===== src/rtl/mips_pkg.sv =====
// Shared encodings for the MEM stage: data-memory FSM states and access classification.
package mips_pkg;

    typedef enum logic {
        DMEM_IDLE = 1'b0,
        DMEM_WAIT = 1'b1
    } dmem_state_e;

    typedef enum logic [1:0] {
        ACC_NONE       = 2'd0,
        ACC_LOAD       = 2'd1,
        ACC_STORE      = 2'd2,
        ACC_MISALIGNED = 2'd3
    } acc_type_e;

    localparam int DMEM_CNT_W = 8;

    // A read+write combination is treated as a store.
    function automatic acc_type_e classify_access(input logic       mem_read,
                                                  input logic       mem_write,
                                                  input logic [1:0] addr_lo);
        acc_type_e acc;
        acc = ACC_LOAD;
        if (!(mem_read || mem_write)) begin
            acc = ACC_NONE;
        end else if (addr_lo != 2'b00) begin
            acc = ACC_MISALIGNED;
        end else if (mem_write) begin
            acc = ACC_STORE;
        end
        return acc;
    endfunction

endpackage


===== src/rtl/mem_stage_dmem_fsm.sv =====
// Data-memory handshake FSM with WAIT-cycle timeout and sticky bus-error flag.
// state | meaning
// IDLE  | no access outstanding, or access issued and acked in its first cycle
// WAIT  | request outstanding, counting cycles until ack or timeout
module dmem_fsm
    import mips_pkg::*;
#(
    parameter int TIMEOUT_CYCLES = 16
) (
    input  logic clk,
    input  logic reset,
    input  logic i_access,
    input  logic i_ack,
    output logic o_req,
    output logic o_timeout,
    output logic o_bus_error
);

    localparam logic [DMEM_CNT_W-1:0] TIMEOUT_LIM = DMEM_CNT_W'(TIMEOUT_CYCLES);

    dmem_state_e           state_q, state_d;
    logic [DMEM_CNT_W-1:0] cnt_q, cnt_d;
    logic                  bus_err_q, bus_err_d;

    assign o_timeout   = (state_q == DMEM_WAIT) && (cnt_q == TIMEOUT_LIM);
    assign o_req       = i_access & ~o_timeout;
    assign o_bus_error = bus_err_q;

    always_comb begin
        state_d   = state_q;
        cnt_d     = cnt_q;
        bus_err_d = bus_err_q;
        case (state_q)
            DMEM_IDLE: begin
                if (o_req && !i_ack) begin
                    state_d = DMEM_WAIT;
                    cnt_d   = DMEM_CNT_W'(1);
                end
            end
            DMEM_WAIT: begin
                if (o_timeout) begin
                    state_d   = DMEM_IDLE;
                    cnt_d     = '0;
                    bus_err_d = 1'b1;
                end else if (i_ack || !i_access) begin
                    state_d = DMEM_IDLE;
                    cnt_d   = '0;
                end else begin
                    cnt_d = cnt_q + DMEM_CNT_W'(1);
                end
            end
            default: begin
                state_d = DMEM_IDLE;
                cnt_d   = '0;
            end
        endcase
    end

    always_ff @(posedge clk or posedge reset) begin
        if (reset) begin
            state_q   <= DMEM_IDLE;
            cnt_q     <= '0;
            bus_err_q <= 1'b0;
        end else begin
            state_q   <= state_d;
            cnt_q     <= cnt_d;
            bus_err_q <= bus_err_d;
        end
    end

endmodule


===== src/rtl/mem_stage.sv =====
// MIPS MEM stage: EX/MEM and MEM/WB pipeline registers around a stalling data-memory port.
module mem_stage
    import mips_pkg::*;
#(
    parameter int TIMEOUT_CYCLES = 16
) (
    input  logic        clk,
    input  logic        reset,
    input  logic [31:0] i_alu_result,
    input  logic [31:0] i_read_data_2,
    input  logic [4:0]  i_write_register,
    input  logic        i_reg_write,
    input  logic        i_mem_read,
    input  logic        i_mem_write,
    input  logic        i_mem_to_reg,
    output logic        o_dmem_req,
    output logic        o_dmem_we,
    output logic [31:0] o_dmem_addr,
    output logic [31:0] o_dmem_wdata,
    input  logic        i_dmem_ack,
    input  logic [31:0] i_dmem_rdata,
    output logic        o_stall,
    output logic [31:0] o_alu_result,
    output logic [31:0] o_read_data,
    output logic [4:0]  o_write_register,
    output logic        o_reg_write,
    output logic        o_mem_to_reg,
    output logic [31:0] o_fwd_value,
    output logic [4:0]  o_fwd_reg,
    output logic        o_fwd_valid,
    output logic        o_misaligned,
    output logic        o_bus_error
);

    logic [31:0] ex_alu_q, ex_alu_d;
    logic [31:0] ex_rd2_q, ex_rd2_d;
    logic [4:0]  ex_wr_q, ex_wr_d;
    logic        ex_rw_q, ex_rw_d;
    logic        ex_mr_q, ex_mr_d;
    logic        ex_mw_q, ex_mw_d;
    logic        ex_m2r_q, ex_m2r_d;

    logic [31:0] wb_alu_q, wb_alu_d;
    logic [31:0] wb_rdata_q, wb_rdata_d;
    logic [4:0]  wb_wr_q, wb_wr_d;
    logic        wb_rw_q, wb_rw_d;
    logic        wb_m2r_q, wb_m2r_d;

    acc_type_e acc;
    logic      access_valid;
    logic      timeout;

    assign acc          = classify_access(ex_mr_q, ex_mw_q, ex_alu_q[1:0]);
    assign access_valid = (acc == ACC_LOAD) || (acc == ACC_STORE);

    dmem_fsm #(
        .TIMEOUT_CYCLES(TIMEOUT_CYCLES)
    ) u_dmem_fsm (
        .clk        (clk),
        .reset      (reset),
        .i_access   (access_valid),
        .i_ack      (i_dmem_ack),
        .o_req      (o_dmem_req),
        .o_timeout  (timeout),
        .o_bus_error(o_bus_error)
    );

    assign o_stall      = o_dmem_req & ~i_dmem_ack;
    assign o_dmem_we    = ex_mw_q;
    assign o_dmem_addr  = ex_alu_q;
    assign o_dmem_wdata = ex_rd2_q;
    assign o_misaligned = (acc == ACC_MISALIGNED);

    assign o_fwd_valid = ex_rw_q & ~ex_m2r_q & (ex_wr_q != 5'd0);
    assign o_fwd_value = ex_alu_q;
    assign o_fwd_reg   = ex_wr_q;

    always_comb begin
        ex_alu_d = ex_alu_q;
        ex_rd2_d = ex_rd2_q;
        ex_wr_d  = ex_wr_q;
        ex_rw_d  = ex_rw_q;
        ex_mr_d  = ex_mr_q;
        ex_mw_d  = ex_mw_q;
        ex_m2r_d = ex_m2r_q;
        if (!o_stall) begin
            ex_alu_d = i_alu_result;
            ex_rd2_d = i_read_data_2;
            ex_wr_d  = i_write_register;
            ex_rw_d  = i_reg_write;
            ex_mr_d  = i_mem_read;
            ex_mw_d  = i_mem_write;
            ex_m2r_d = i_mem_to_reg;
        end
    end

    // Stall cycles, misaligned accesses and aborted accesses all retire as all-zero bubbles.
    always_comb begin
        wb_alu_d   = '0;
        wb_rdata_d = '0;
        wb_wr_d    = '0;
        wb_rw_d    = 1'b0;
        wb_m2r_d   = 1'b0;
        if (!o_stall && (acc != ACC_MISALIGNED) && !timeout) begin
            wb_alu_d   = ex_alu_q;
            wb_rdata_d = (acc == ACC_LOAD) ? i_dmem_rdata : 32'd0;
            wb_wr_d    = ex_wr_q;
            wb_rw_d    = ex_rw_q & (acc != ACC_STORE);
            wb_m2r_d   = ex_m2r_q;
        end
    end

    always_ff @(posedge clk or posedge reset) begin
        if (reset) begin
            ex_alu_q   <= '0;
            ex_rd2_q   <= '0;
            ex_wr_q    <= '0;
            ex_rw_q    <= 1'b0;
            ex_mr_q    <= 1'b0;
            ex_mw_q    <= 1'b0;
            ex_m2r_q   <= 1'b0;
            wb_alu_q   <= '0;
            wb_rdata_q <= '0;
            wb_wr_q    <= '0;
            wb_rw_q    <= 1'b0;
            wb_m2r_q   <= 1'b0;
        end else begin
            ex_alu_q   <= ex_alu_d;
            ex_rd2_q   <= ex_rd2_d;
            ex_wr_q    <= ex_wr_d;
            ex_rw_q    <= ex_rw_d;
            ex_mr_q    <= ex_mr_d;
            ex_mw_q    <= ex_mw_d;
            ex_m2r_q   <= ex_m2r_d;
            wb_alu_q   <= wb_alu_d;
            wb_rdata_q <= wb_rdata_d;
            wb_wr_q    <= wb_wr_d;
            wb_rw_q    <= wb_rw_d;
            wb_m2r_q   <= wb_m2r_d;
        end
    end

    assign o_alu_result     = wb_alu_q;
    assign o_read_data      = wb_rdata_q;
    assign o_write_register = wb_wr_q;
    assign o_reg_write      = wb_rw_q;
    assign o_mem_to_reg     = wb_m2r_q;

endmodule


===== config.mk =====
export PLATFORM = sky130hd
export DESIGN_NAME = mem_stage
export DESIGN_NICKNAME = d
export VERILOG_FILES = /design/src/rtl/mips_pkg.sv /design/src/rtl/mem_stage_dmem_fsm.sv /design/src/rtl/mem_stage.sv
export SDC_FILE = /design/constraint.sdc
export NUM_CORES = 1
export LEC_CHECK = 0
export CAP_MARGIN = 20
export CORE_MARGIN = 3
export CORE_UTILIZATION = 39
export DETAILED_ROUTE_END_ITERATION = 10
export PLACE_DENSITY_LB_ADDON = 0.1
export SLEW_MARGIN = 15
export SYNTH_ARGS = -nofsm -noshare
export SYNTH_HDL_FRONTEND = slang
export SYNTH_HIERARCHICAL = 1
export SYNTH_SLANG_ARGS = --single-unit

===== constraint.sdc =====
create_clock -name clk -period 9.2 [get_ports clk]
set_input_delay 2.76 -clock clk [delete_from_list [all_inputs] [get_ports clk]]
set_output_delay 2.76 -clock clk [all_outputs]
set_load 0.1 [all_outputs]

==> results of run 1 <==
-- metal layers --
metal  global-route usage, %  wire, µm
met2                   32.33      8136
met4                   6.120       292
met1                   19.89      6019
met5                       0         0
met3                   6.540      1267
-- layout make-up --
| class | count | area share [%] |
|---|---|---|
| repair buffers | 289 | 30.06 |
| well taps | 211 | 2.751 |
| clock buffers | 20 | 4.655 |
| inverters | 7 | 0.3260 |
| clock inverters | 12 | 1.799 |
| multi-input cells | 204 | 20.25 |
| flip-flops and latches | 154 | 40.16 |
-- placed cells by master (no fill, tap or decap), types with 2 or more instances in the layout --
cell             Yosys  final
dfrtp_1            154    154
inv_1                7      6
nor2_1               6      6
clkinv_4             0      2
nor3_1               2      2
nand2_1              7      7
clkbuf_16            0     17
a21o_1               3      3
clkbuf_1             7      2
nand3_1              3      3
nand2b_1             3      3
or2_2                2      3
o21ai_0              3      3
ha_1                 5      5
buf_4               38      4
nor4bb_1             4      4
and4bb_2            26     26
mux2_2              73     73
bufinv_16            0      4
a21oi_1              5      5
clkinvlp_4           0      2
a31oi_1              4      4
clkdlybuf4s50_1      0    284
clkinv_2             0      4
nor3b_1             38     38
nand4_1              2      2
-- through the flow --
stage	hold WS [ns]	std cells	setup WS [ns]	instance area, µm²	utilization [%]
6_report	0.4733	897	2.693	9595	62.20
5_1_grt	0.4884	897	2.624	9595	62.20
4_1_cts	0.4768	897	2.679	9592	62.17
3_5_place_dp	0.4569	865	2.679	8972	58.16
3_3_place_gp	0.4495	865	2.697	8972	58.16
2_1_floorplan	0.4841	424	2.574	6261	-
-- cells by family after synthesis --
logic type	after synthesis	share of synthesized area, %
xor gates and xnor gates	1	0.1399
muxes	74	13.29
and+or+nand+nor	105	14.61
buffers and inverters	66	7.414
adders and majority gates	5	0.9992
DFF	154	61.55
AOI/OAI and AO/OA	19	1.998
-- worst max path at each step --
stage,startpoint,endpoint,slack (ns),cells after the start
after global routing,i_dmem_ack,o_stall,2.62,3
after floorplan,reset,ex_m2r_q,2.57,1
after global placement,i_dmem_ack,o_stall,2.70,3
final,i_dmem_ack,o_stall,2.69,3
after CTS,i_dmem_ack,o_stall,2.68,3
after detailed placement,i_dmem_ack,o_stall,2.68,3
-- cell usage after synthesis (all sizes together) --
| master | n |
|---|---|
| dfrtp | 154 |
| nand2 | 7 |
| xnor2 | 1 |
| a21oi | 6 |
| nor2b | 2 |
| mux2i | 1 |
| nor3b | 38 |
| nand4 | 2 |
| buf | 52 |
| and4bb | 27 |
| or2 | 3 |
| a31oi | 4 |
| nor2 | 6 |
| mux2 | 73 |
| or3b | 1 |
| and4 | 1 |
| nand2b | 3 |
| nor4b | 1 |
| a22o | 1 |
| clkbuf | 7 |
| nor3 | 3 |
| nand3b | 1 |
| nand3 | 3 |
| and2 | 1 |
| a21o | 3 |
| nor4bb | 6 |
| inv | 7 |
| ha | 5 |
| o21a | 1 |
| o21ai | 4 |
==> impl_metrics.yaml, run 1 <==
timing:
  min_period_over_period_pct: 70.73
  setup-tns-final_ns: 0
  drv_slew: 0
  fin_skew_ns: 0.004390
  rsz0062_at_grt: "false"
  max_freq_mhz: 153.7
  slew_headroom_pct: 30.23
  hold_viol_final: 0
  setup_viol: 0
  period_minus_slack_ns: 6.507
  worst_pin_slew_ns: 1.043
logic_synthesis:
  yosys-top-cells-area: "dfrtp_1 62%, mux2_2 13%, and4bb_2 5.2%"
  ys.warnings.count: 6
  avgSynthCellArea_um2: 14.77
  yosysTopAreaCellShare_pct: 61.55
  syn_area_um2: 6261
  syn_inst: 424
  ys_seq_area_share_pct: 61.55
  yosys.area.top_type: "dfrtp_1"
  synth-seq-cells: 154
  syn-num-nets: 537
  synth_cell_type_count: 40
placed_design:
  dp_hpwl_um: 11290
  gp_congestion: 0.7365
  io_buffers: 285
detailed_routing:
  route.detailed.drc: 0
  wirelength_um: 15720
  ant_nets: 0
  first_pass_iters: 4
  vias: 4258
  drt-wirelength-per-cell_um: 17.52
  drt_iter0_drc: 153
  vias_per_cell: 4.747
worst_setup_path:
  cp_max_fo: 3
  regToRegEndpoint: "o_dmem_addr[13]"
  cp_data_required_time_ns: 6.44
  crit_arrival_ns: 3.75
  startpoint_type: "input pin"
  ff2ff_path_depth: 9
  path_class: "in -> out"
  r2r_setup_slack_ns: 5.50
  cpPeakStageDelay_ns: 0.47
  cp.buffers_inverters: 2
  cp_slowest_cell: "clkdlybuf4s50_1"
  rr_startpoint: "o_dmem_addr[1]"
  critPathTopFamily: "buffers and inverters"
  endpoint_kind: "primary output"
  cp_cell_sequence: "clkdlybuf4s50_1 > nor2b_4 > buf_4"
global_route:
  grt_pass1_vias: 4443
  grt_pass1_wl_um: 24800
  gr-total-overflow: 0
  grt_usage_pct: 18.08
  grt_max_degree: 88
  antenna_found_initial: 0
cts:
  tritoncts: "done"
  cts_buffers: 17
  cts_buffer_depth: 2
  cts_hold_buf: 0
  cts_root_buf: "clkbuf_16"
  clock_latency_ns: 0.41
  clock-sinks: 154
  htreeDepth: 4
  cts_resized: 0
  cts_setup_buffers: 0
  clk_pin_slew_worst_paths_ns: 0.06
floorplan:
  rows: 45
  fp.dieW_um: 132.7
  pin_count: 286
  fp.coreArea_um2: 15430
  die_area_um2: 17610
  initial_core_util_pct: 40.58
  fp.dieH_um: 132.7
finish:
  nets: 786
  regArea_um2: 3854
  nFillCells: 1249
  multi_input_area_um2: 1943
  antennaDiodeCount: 0
  drive_gt1_share_pct: 21.28
  area_delta_synth_final_pct: 53.26
worst_hold_path:
  hp-class: "reg -> reg"
  worstHoldStart: "u_dmem_fsm/o_bus_error"
  hold_depth: 1
  holdPathEnd: "u_dmem_fsm/o_bus_error"
run:
  maxCapViolCount: 0
run_status:
  status: "complete, no violations"
Power of run 1 is left out: the tool's default activity adds up to more than one toggle a clock period on the data nets, which glitch-free logic cannot reach.
==> inputs of run 2 (changes only) <==
--- a/config.mk
+++ b/config.mk
@@ -7,7 +7,7 @@
 export LEC_CHECK = 0
 export CAP_MARGIN = 20
 export CORE_MARGIN = 3
-export CORE_UTILIZATION = 39
+export CORE_UTILIZATION = 38
 export DETAILED_ROUTE_END_ITERATION = 10
 export PLACE_DENSITY_LB_ADDON = 0.1
 export SLEW_MARGIN = 15
==> constraint.sdc (replaced) <==
create_clock -name clk -period 5.85 [get_ports clk]
set_input_delay 1.755 -clock clk [delete_from_list [all_inputs] [get_ports clk]]
set_output_delay 1.755 -clock clk [all_outputs]
set_load 0.1 [all_outputs]
==> impl_metrics.yaml, run 2 (synthesis gave the netlist of run 1 again) <==
run_status:
  status: "complete, no violations"
timing:
  setup-tns-final_ns: 0
  worst_pin_slew_ns: 1.111
  timing.final.ws_setup_ns: 1.178
  rsz0062_at_grt: "false"
  hold_viol_final: 0
  fin_skew_ns: 0.008828
  slew_headroom_pct: 25.94
  holdWs_ns: 0.4912
  min_period_over_period_pct: 79.86
  period_minus_slack_ns: 4.672
  max_freq_mhz: 214.0
  drv_slew: 0
  setup_viol: 0
finish:
  drive_gt1_share_pct: 21.20
  final_cell_mix: "284 x clkdlybuf4s50_1, 154 x dfrtp_1, 73 x mux2_2"
  nets: 787
  area_delta_synth_final_pct: 53.20
  layout_commonest_cell: "clkdlybuf4s50_1"
  final_util_pct: 59.95
detailed_routing:
  route.detailed.drc: 0
  first_pass_iters: 6
  drt_iter0_drc: 177
  drt-wirelength-per-cell_um: 18.10
  vias: 4269
  ant_nets: 0
  wirelength_um: 16310
  vias_per_cell: 4.738
global_route:
  antenna_found_initial: 1
  grt_pass1_vias: 4407
  gr-total-overflow: 0
  grt_usage_pct: 18.04
  grt_pass1_wl_um: 25010
  grt_max_degree: 95
worst_setup_path:
  cp_data_required_time_ns: 4.09
  endpoint_kind: "primary output"
  cp_max_fo: 6
  path_class: "reg -> out"
  startpoint_type: "register"
  crit_arrival_ns: 2.92
floorplan:
  die_area_um2: 18050
  fp.dieH_um: 134.4
  fp.coreArea_um2: 16000
  fp.dieW_um: 134.4
  rows: 46
  pin_count: 286
  initial_core_util_pct: 39.13
cts:
  clock-sinks: 154
  clk_pin_slew_worst_paths_ns: 0.06
  cts_buffer_depth: 2
  cts_resized: 0
  htreeDepth: 4
  cts_buffers: 17
  tritoncts: "done"
  cts_hold_buf: 0
  clock_latency_ns: 0.42
  cts_root_buf: "clkbuf_16"
  cts_setup_buffers: 0
run:
  maxCapViolCount: 0
placed_design:
  dp_hpwl_um: 11700
  place_ws_ns: 1.337
  io_buffers: 285
  gp_congestion: 0.7160
worst_hold_path:
  hp-class: "reg -> reg"
==> run 2: path summary, 6_finish.rpt <==
path	from	endpoint	slack, ns	depth (start not counted)
worst max-delay path	o_dmem_addr[1]	o_dmem_req	1.18	6
worst min-delay path	u_dmem_fsm/o_bus_error	u_dmem_fsm/o_bus_error	0.49	1
worst max register to register	o_dmem_addr[1]	o_dmem_addr[4]	2.21	9
worst min register to register	u_dmem_fsm/o_bus_error	u_dmem_fsm/o_bus_error	0.49	1
max in group asynchronous	reset	o_dmem_addr[21]	3.04	3
min in group asynchronous	reset	u_dmem_fsm/o_bus_error	1.75	2
==> run 2: final cells by class <==
type | instances | area, µm²
fillers | 1307 | 6409
flip-flops and latches | 154 | 3854
repair buffers | 290 | 2900
multi-input cells | 204 | 1943
clock buffers | 21 | 470.5
well taps | 216 | 270.3
clock inverters | 8 | 120.1
inverters | 7 | 31.28
diodes | 1 | 2.502
==> run 2: through the flow <==
stage | instance area [µm²] | instances
3_5_place_dp | 8999 | 871
5_1_grt | 9592 | 901
4_1_cts | 9589 | 900
3_3_place_gp | 8999 | 871
6_report | 9592 | 901
2_1_floorplan | 6261 | 424
==> run 2: per-layer routing <==
metal	vias to the layer above	wire (µm)	global-route usage [%]
met3	12	1183	6.264
met5	-	0	0
met1	2139	6065	20.45
li1	1953	-	-
met4	0	216	6.391
met2	165	8842	31.62
==> run 2: critical path: stages, from the launching register on <==
cell	delay, ns
dfrtp_1	0.42
or2_2	0.32
a21oi_1	0.15
ha_1	0.25
inv_1	0.08
and2_1	0.15
clkdlybuf4s50_1	1.13
Power of run 2 is left out for the same reason.
==> inputs of run 3 (changes only) <==
--- a/config.mk
+++ b/config.mk
@@ -7,7 +7,7 @@
 export LEC_CHECK = 0
 export CAP_MARGIN = 20
 export CORE_MARGIN = 3
-export CORE_UTILIZATION = 38
+export CORE_UTILIZATION = 39
 export DETAILED_ROUTE_END_ITERATION = 10
 export PLACE_DENSITY_LB_ADDON = 0.1
 export SLEW_MARGIN = 15
==> constraint.sdc (replaced) <==
create_clock -name clk -period 4.7 [get_ports clk]
set_input_delay 1.41 -clock clk [delete_from_list [all_inputs] [get_ports clk]]
set_output_delay 1.41 -clock clk [all_outputs]
set_load 0.1 [all_outputs]
==> impl_metrics.yaml, run 3 (synthesis gave the netlist of run 1 again) <==
run_status:
  status: "complete, no violations"
placed_design:
  dp_hpwl_um: 11620
  gp_congestion: 0.7183
  place_ws_ns: 0.9652
  io_buffers: 285
  place_area_um2: 9015
worst_setup_path:
  rr_startpoint: "o_dmem_addr[1]"
  regToRegEndpoint: "o_dmem_addr[12]"
  crit_arrival_ns: 2.55
  r2r_setup_slack_ns: 1.72
  startpoint_type: "register"
  cp_max_fo: 6
  path_class: "reg -> out"
  cp_data_required_time_ns: 3.29
  ff2ff_path_depth: 8
  endpoint_kind: "primary output"
finish:
  nets: 787
  final_cell_area_um2: 9567
  nFillCells: 1208
  antennaDiodeCount: 0
  final_util_pct: 62.01
  drive_gt1_share_pct: 21.87
  final_cell_mix: "283 x clkdlybuf4s50_1, 154 x dfrtp_1, 73 x mux2_2"
  area_delta_synth_final_pct: 52.80
  layout_commonest_cell: "clkdlybuf4s50_1"
floorplan:
  die_area_um2: 17610
  rows: 45
  pin_count: 286
  fp.dieW_um: 132.7
  initial_core_util_pct: 40.58
  fp.coreArea_um2: 15430
  fp.dieH_um: 132.7
cts:
  cts_resized: 0
  cts_buffer_depth: 2
  cts_root_buf: "clkbuf_16"
  htreeDepth: 4
  clock-sinks: 154
  clk_pin_slew_worst_paths_ns: 0.06
  cts_setup_buffers: 0
  cts_hold_buf: 0
  tritoncts: "done"
  clock_latency_ns: 0.41
  cts_buffers: 17
timing:
  rsz0062_at_grt: "false"
  max_freq_mhz: 252.5
  min_period_over_period_pct: 84.26
  slew_headroom_pct: 29.38
  drv_slew: 0
  setup-tns-final_ns: 0
  setup_viol: 0
  period_minus_slack_ns: 3.960
  fin_skew_ns: 0.008696
  timing.final.ws_setup_ns: 0.7398
  hold_viol_final: 0
  worst_pin_slew_ns: 1.056
detailed_routing:
  drt-wirelength-per-cell_um: 17.75
  drt_iter0_drc: 193
  vias: 4253
  vias_per_cell: 4.741
  wirelength_um: 15920
  ant_nets: 0
  first_pass_iters: 4
  route.detailed.drc: 0
global_route:
  antenna_found_initial: 0
  grt_pass1_vias: 4489
  grt_usage_pct: 18.36
  gr-total-overflow: 0
  grt_pass1_wl_um: 25240
  grt_max_degree: 86
run:
  maxCapViolCount: 0
worst_hold_path:
  worstHoldStart: "u_dmem_fsm/o_bus_error"
  holdPathEnd: "u_dmem_fsm/o_bus_error"
  hold_depth: 1
  hp-class: "reg -> reg"
## run 3: cell count changes in the layout (fill, tap and decap cells not counted), sizes merged
cell and change:
clkinv +3, clkbuf -2, diode -1, bufinv -2, buf +1, clkinvlp +3
clkdlybuf4s50 -1
## run 3: critical path, cell delays in order, from the launching register on
cell	delay, ns
dfrtp_1	0.42
or2_2	0.32
a21o_1	0.20
ha_1	0.20
clkdlybuf4s50_1	0.98
## run 3: stage by stage
step / std cells / hold slack (ns)
2_1_floorplan: 424 / 0.4841
3_3_place_gp: 866 / 0.4513
3_5_place_dp: 866 / 0.4585
4_1_cts: 897 / 0.4783
5_1_grt: 897 / 0.5169
6_report: 897 / 0.4757
## run 3: worst max path at each step
stage,from,endpoint,slack [ns],depth (start not counted)
final,o_dmem_addr[1],o_misaligned,0.74,4
after global routing,o_dmem_we,o_misaligned,0.61,4
after CTS,o_dmem_addr[1],o_misaligned,0.70,4
after detailed placement,i_dmem_ack,o_stall,0.97,3
after global placement,i_dmem_ack,o_stall,0.97,3
after floorplan,o_dmem_addr[1],o_stall,0.16,9
## run 3: cell type report
type / instances / area (µm²) / share of cell area, %
timing repair buffer: 290 / 2923 / 30.55
multi-input combinational: 204 / 1944 / 20.32
inverter: 7 / 30.03 / 0.3139
sequential: 154 / 3854 / 40.28
clock inverter: 12 / 98.84 / 1.033
clock buffer: 19 / 452.9 / 4.734
tap: 211 / 264.0 / 2.760
## run 3: per-layer routing
layer	global-route usage, %	vias up	wire length [µm]
li1	-	1961	-
met1	21.39	2112	6188
met2	31.88	160	8352
met3	6.160	20	1103
met4	6.178	0	280
met5	0	-	0
Power of run 3 is left out for the same reason.
